File: src/rtl/stopwatch_pkg.sv
// Shared definitions for the stopwatch run-control block: FSM state
// encoding (also used as the status LED code) and the default debounce length.
package stopwatch_pkg;

  localparam int STATE_W          = 2;
  // 20 ms at a 100 MHz system clock
  localparam int DEBOUNCE_DEFAULT = 2_000_000;

  typedef enum logic [STATE_W-1:0] {
    ST_IDLE  = 2'd0,
    ST_RUN   = 2'd1,
    ST_PAUSE = 2'd2,
    ST_LAP   = 2'd3
  } state_e;

endpackage

File: src/rtl/stopwatch_control_button_conditioner.sv
// button_conditioner: turns one raw asynchronous push-button into a single
// clean one-cycle press pulse. The stages are a SYNC_STAGES-deep synchroniser,
// then a counter debouncer, then rising-edge detection on the debounced level.
// From a clean raw rising edge to the press pulse takes
// SYNC_STAGES + DEBOUNCE_CYCLES + 1 clk cycles.
module button_conditioner
  import stopwatch_pkg::*;
#(
  parameter int SYNC_STAGES     = 2,
  parameter int DEBOUNCE_CYCLES = DEBOUNCE_DEFAULT
) (
  input  logic clk,
  input  logic rst_n,
  input  logic raw,
  output logic press
);

  localparam int CNT_W = $clog2(DEBOUNCE_CYCLES + 1);

  logic [SYNC_STAGES-1:0] sync_q, sync_d;
  logic [CNT_W-1:0]       cnt_q, cnt_d;
  logic                   stable_q, stable_d;
  logic                   prev_q, prev_d;
  logic                   synced;

  // Shift the raw level through the synchroniser. Count how long the synced
  // level has disagreed with the accepted level. A level is accepted only
  // after it has disagreed continuously until the count reaches
  // DEBOUNCE_CYCLES.
  always_comb begin
    sync_d   = {sync_q[SYNC_STAGES-2:0], raw};
    synced   = sync_q[SYNC_STAGES-1];
    stable_d = stable_q;
    cnt_d    = cnt_q;
    prev_d   = stable_q;
    if (synced == stable_q) begin
      cnt_d = '0;
    end else if (cnt_q == CNT_W'(DEBOUNCE_CYCLES)) begin
      stable_d = synced;
      cnt_d    = '0;
    end else begin
      cnt_d = cnt_q + CNT_W'(1);
    end
  end

  // Conditioning state. Everything clears on reset, so a button that is held
  // through reset must go through the full sync and debounce delay again.
  always_ff @(posedge clk or negedge rst_n) begin
    if (!rst_n) begin
      sync_q   <= '0;
      cnt_q    <= '0;
      stable_q <= 1'b0;
      prev_q   <= 1'b0;
    end else begin
      sync_q   <= sync_d;
      cnt_q    <= cnt_d;
      stable_q <= stable_d;
      prev_q   <= prev_d;
    end
  end

  // A press is the 0->1 edge of the debounced level. A release gives no pulse.
  assign press = stable_q & ~prev_q;

endmodule

File: src/rtl/stopwatch_control.sv
// stopwatch_control: run-control front end for the stopwatch counter chain.
// It conditions the start, clear and lap buttons and runs the
// IDLE/RUN/PAUSE/LAP state machine. It also gates the 1 Hz tick into the
// counter enable and issues the clear pulse and the display freeze.
// Optional feature macro STOPWATCH_LAP_EN builds the lap button and the LAP
// state. When the macro is undefined, lap is ignored and freeze_out is 0.
module stopwatch_control
  import stopwatch_pkg::*;
#(
  parameter int DEBOUNCE_CYCLES = DEBOUNCE_DEFAULT,
  parameter int SYNC_STAGES     = 2
) (
  input  logic               clk,
  input  logic               rst_n,
  input  logic               btn_start_raw,
  input  logic               btn_clear_raw,
  input  logic               btn_lap_raw,
  input  logic               tick_in,
  output logic               tick_out,
  output logic               clear_out,
  output logic               freeze_out,
  output logic [STATE_W-1:0] state_out
);

  logic   start_press, clear_press, lap_press;
  state_e state_q, state_d;
  logic   clear_q, clear_d;
  logic   freeze_d;

  button_conditioner #(.SYNC_STAGES(SYNC_STAGES), .DEBOUNCE_CYCLES(DEBOUNCE_CYCLES))
    u_start (.clk(clk), .rst_n(rst_n), .raw(btn_start_raw), .press(start_press));

  button_conditioner #(.SYNC_STAGES(SYNC_STAGES), .DEBOUNCE_CYCLES(DEBOUNCE_CYCLES))
    u_clear (.clk(clk), .rst_n(rst_n), .raw(btn_clear_raw), .press(clear_press));

`ifdef STOPWATCH_LAP_EN
  button_conditioner #(.SYNC_STAGES(SYNC_STAGES), .DEBOUNCE_CYCLES(DEBOUNCE_CYCLES))
    u_lap (.clk(clk), .rst_n(rst_n), .raw(btn_lap_raw), .press(lap_press));
`else
  logic unused_lap_raw;
  assign unused_lap_raw = btn_lap_raw;
  assign lap_press      = 1'b0;
`endif

  // Next-state logic. Only the highest-priority event is used, in the order
  // clear, then start, then lap. Lower events in the same cycle are dropped,
  // even when the winning event has no effect in the current state.
  always_comb begin
    state_d  = state_q;
    clear_d  = 1'b0;
    if (clear_press) begin
      case (state_q)
        ST_IDLE, ST_PAUSE: begin
          state_d = ST_IDLE;
          clear_d = 1'b1;
        end
        ST_LAP:  state_d = ST_RUN;   // release the freeze but keep the count
        default: state_d = state_q;  // a running count cannot be cleared
      endcase
    end else if (start_press) begin
      case (state_q)
        ST_RUN, ST_LAP: state_d = ST_PAUSE;
        default:        state_d = ST_RUN;
      endcase
    end else if (lap_press) begin
      case (state_q)
        ST_RUN:  state_d = ST_LAP;
        ST_LAP:  state_d = ST_RUN;
        default: state_d = state_q;
      endcase
    end
    freeze_d = (state_d == ST_LAP);
  end

  // State register plus the registered clear pulse.
  always_ff @(posedge clk or negedge rst_n) begin
    if (!rst_n) begin
      state_q <= ST_IDLE;
      clear_q <= 1'b0;
    end else begin
      state_q <= state_d;
      clear_q <= clear_d;
    end
  end

`ifdef STOPWATCH_LAP_EN
  logic freeze_q;
  // The freeze flop follows the state register, so it is high exactly while
  // the FSM is in LAP.
  always_ff @(posedge clk or negedge rst_n) begin
    if (!rst_n) freeze_q <= 1'b0;
    else        freeze_q <= freeze_d;
  end
  assign freeze_out = freeze_q;
`else
  logic unused_freeze;
  assign unused_freeze = freeze_d;
  assign freeze_out    = 1'b0;
`endif

  // Counting continues in LAP. A tick in the same cycle as a transition
  // uses the state from before the transition.
  assign tick_out  = tick_in & ((state_q == ST_RUN) | (state_q == ST_LAP));
  assign clear_out = clear_q;
  assign state_out = state_q;

endmodule
File: config.mk
export PLATFORM = sky130hd
export DESIGN_NAME = stopwatch_control
export DESIGN_NICKNAME = d
export VERILOG_FILES = /design/src/rtl/stopwatch_pkg.sv /design/src/rtl/stopwatch_control_button_conditioner.sv /design/src/rtl/stopwatch_control.sv
export SDC_FILE = /design/constraint.sdc
export NUM_CORES = 1
export LEC_CHECK = 0
export ABC_AREA = 0
export BUFFER_PORTS_ARGS = -buffer_cell sky130_fd_sc_hd__buf_2
export CELL_PAD_IN_SITES_DETAIL_PLACEMENT = 1
export CELL_PAD_IN_SITES_GLOBAL_PLACEMENT = 1
export CORE_ASPECT_RATIO = 2
export CORE_MARGIN = 3
export CORE_UTILIZATION = 45
export DETAILED_ROUTE_END_ITERATION = 10
export GPL_TIMING_DRIVEN = 0
export PLACE_DENSITY_LB_ADDON = 0.1
export SYNTH_ARGS = -nofsm -noshare
export SYNTH_HDL_FRONTEND = slang
export SYNTH_SLANG_ARGS = --single-unit
File: constraint.sdc
create_clock -name clk -period 2.64 [get_ports clk]
set_input_delay 0.132 -clock clk [delete_from_list [all_inputs] [get_ports clk]]
set_output_delay 0.132 -clock clk [all_outputs]
set_load 0.05 [all_outputs]
==> flow_summary.json <==
{
  "initial_core_util_pct": 46.54,
  "grt_pass1_vias": 2097,
  "io_pins": 11,
  "max_cap_violations": 0,
  "ys_warn_count": 0,
  "use_met1_pct": 18.90,
  "synth_nets": 270,
  "path_cells": "inv_1, ha_1, nor4b_1, nand4_1, o21ai_0, clkbuf_1, nor2_1",
  "port-buffer-count": 8,
  "yosysSeqAreaShare_pct": 52.11,
  "path_buf_inv": 2,
  "rsz0062_at_grt": "false",
  "fillers": 645,
  "met3_usage_pct": 3.452,
  "critical-path-top-delay-family": "simple AND/OR/NAND/NOR gates",
  "synth_top_area_cell": "dfrtp_1",
  "combPwrFrac_pct": 4.9,
  "vias_per_cell": 5.642,
  "cts_buffers": 5,
  "first_pass_iters": 4,
  "drt_wl_total_um": 5565,
  "status": "completed",
  "clk_pin_slew_ps": 100,
  "n_antenna_cell": 0,
  "pwr-share-clk_pct": 34.3,
  "synth.distinct_cells": 31,
  "arrival_ps": 2420,
  "drt.antenna.violating_nets": 0,
  "use_met2_pct": 37.37,
  "slew_viol_final": 0,
  "setup_viol": 0,
  "grt_pass1_wl_um": 9708,
  "cp_max_fo": 10,
  "num_rows": 38,
  "synth-edff-count": 0,
  "die_area_um2": 6648,
  "power_frac_seq_pct": 60.8,
  "post-route-drc-count": 0,
  "drive_gt1_share_pct": 9.353,
  "syn_avg_cell_area_um2": 9.788,
  "hold_viol": 0,
  "core-area_um2": 5468,
  "vdd_drop_max_mv": 0.3892,
  "hpwlAfterDp_um": 4073,
  "grt_overflow_total": 0,
  "fin_util_pct": 50.60,
  "grt_max_degree": 54,
  "htreeDepth": 2,
  "final_common_cell": "dfrtp_1",
  "cp-start-kind": "flop",
  "finalCritPeriodShare_pct": 84.38,
  "placed_cells": 328,
  "synth_area_leaders": "dfrtp_1, xnor2_1, nor2_1",
  "p_sw_share_pct": 25.03,
  "fin_cells": 338,
  "multi_input_area_um2": 1137,
  "cts.path.max_buffers": 2,
  "crit_type": "reg -> reg",
  "power_density_nw_per_um2": 493.7,
  "antenna_found_initial": 0,
  "clock_latency_ps": 320,
  "syn_to_final_growth_pct": 8.702,
  "layout_common_cells": "dfrtp_1, nor2_1, nand2_1",
  "fin_hold_ws_ps": 46.67,
  "tns_ps": 0,
  "drtIter0Drc": 73,
  "crit_path_end_kind": "flop",
  "slowest_delay_ps": 480,
  "required_ps": 2830,
  "worstMarginPinSlew_ps": 1177,
  "ys.flop_type": "dfrtp_1",
  "fin_worst_skew_ps": 9.301,
  "nets": 287,
  "top_usage_layer": "met2",
  "slowest_stage": "clkbuf_1",
  "max-slew-margin-rel_pct": 21.56,
  "regArea_um2": 1326,
  "cts-root-buf": "clkbuf_8",
  "synth_top_area_share_pct": 52.11,
  "syn-cell-area_um2": 2545,
  "period_needed_ps": 2228,
  "p_leak_uw": 0.001134,
  "internal_power_uw": 1024,
  "cts_sinks": 53,
  "r2r_setup_slack_ps": 410,
  "cts_tree": "yes",
  "ys_ff_latch": 53,
  "netlist_instances": 260,
  "die_x_um": 59.18,
  "wl_per_cell_um": 16.46,
  "p_sw_uw": 341.9,
  "gr-usage-all-layers_pct": 19.30,
  "die_h_um": 112.4,
  "fmax_mhz": 448.9,
  "via_count": 1907,
  "hold_class": "in -> async",
  "gp_congestion": 0.7842,
  "async_reset_ff_share_pct": 100.0
}
==> power groups by stage <==
stage / logic [uW] / registers [uW] / clock network, uW
2_1_floorplan: 35.9 / 845 / 0
3_3_place_gp: 65.8 / 847 / 0
3_5_place_dp: 67.8 / 848 / 0
4_1_cts: 70.6 / 831 / 482
5_1_grt: 79.2 / 833 / 510
6_report: 67.1 / 831 / 468
==> logic make-up (layout without fill, tap and decap cells) <==
family / count (synthesis) / after routing / share of synthesized area [%]
simple gates: 121 / 121 / 25.42
flops: 53 / 53 / 52.11
compound gates: 31 / 31 / 6.588
xor+xnor: 27 / 27 / 9.292
buf+inv: 20 / 38 / 3.195
fa+ha+maj: 4 / 4 / 1.967
mux: 3 / 3 / 1.278
other cells: 1 / 1 / 0.1474
==> sequential cells by signal, indices dropped and copies added (netlist names) <==
register,flops
u_clear.sync_q,2
u_clear.prev_d,1
u_start.prev_q,1
u_start.sync_q,2
u_clear.prev_q,1
state_out,2
u_clear.cnt_q,21
u_start.prev_d,1
u_start.cnt_q,21
clear_out,1
==> synth_stat cells, types with 5 or more instances <==
library cell / n
a21oi_1: 15
and4_1: 7
clkbuf_1: 5
dfrtp_1: 53
inv_1: 12
nand2_1: 18
nand3_1: 14
nand4_1: 9
nor2_1: 34
nor3_1: 6
nor4_1: 5
o21ai_0: 11
o31ai_1: 5
or3_1: 10
or4_1: 5
xnor2_1: 17
xor2_1: 10
==> timing repair <==
action	4_1_cts	5_1_grt
endpoints found under the hold margin	2	0
setup endpoints to repair	0	0
gates resized for setup	0	0
hold buffers	2	0
setup buffers	0	0
==> per-stage QoR <==
stage               area (um^2)  total power [uW]  worst slack (ps)
floorplan                  2545             880.6             762.0
detailed placement         2660             915.3             318.1
CTS                        2766              1384             295.9
global route               2766              1422             232.1
global placement           2660             912.7             386.6
finish                     2766              1366             412.4
==> area by class of cell <==
class                      count  area share (%)
sequential                    53           47.94
multi-input combinational    187           41.11
tap                           60           2.714
clock buffer                   5           2.488
timing repair buffer          10           2.171
inverter                      12           1.628
buffer                         8           1.312
clock inverter                 3          0.6332
==> path summary, 6_finish.rpt <==
check | from | endpoint | depth (start not counted)
hold / removal | rst_n | u_clear.cnt_q[2]$_DFF_PN0_ | 1
setup / recovery | u_clear.cnt_q[0]$_DFF_PN0_ | u_clear.cnt_q[4]$_DFF_PN0_ | 7
min in group clk | u_start.sync_q[0]$_DFF_PN0_ | u_start.sync_q[1]$_DFF_PN0_ | 0
max in group asynchronous | rst_n | u_start.cnt_q[6]$_DFF_PN0_ | 1
setup reg to reg | u_clear.cnt_q[0]$_DFF_PN0_ | u_clear.cnt_q[4]$_DFF_PN0_ | 7
hold reg to reg | u_start.sync_q[0]$_DFF_PN0_ | u_start.sync_q[1]$_DFF_PN0_ | 0
==> routing by layer <==
metal | wire length, um | up-vias | share of wire (%)
met4 | 124 | 0 | 2.2
met1 | 1979 | 950 | 36
met5 | 0 | - | 0
met3 | 82 | 8 | 1.5
li1 | - | 938 | -
met2 | 3379 | 11 | 61
Note: power is estimated with default switching activity, not from simulation.
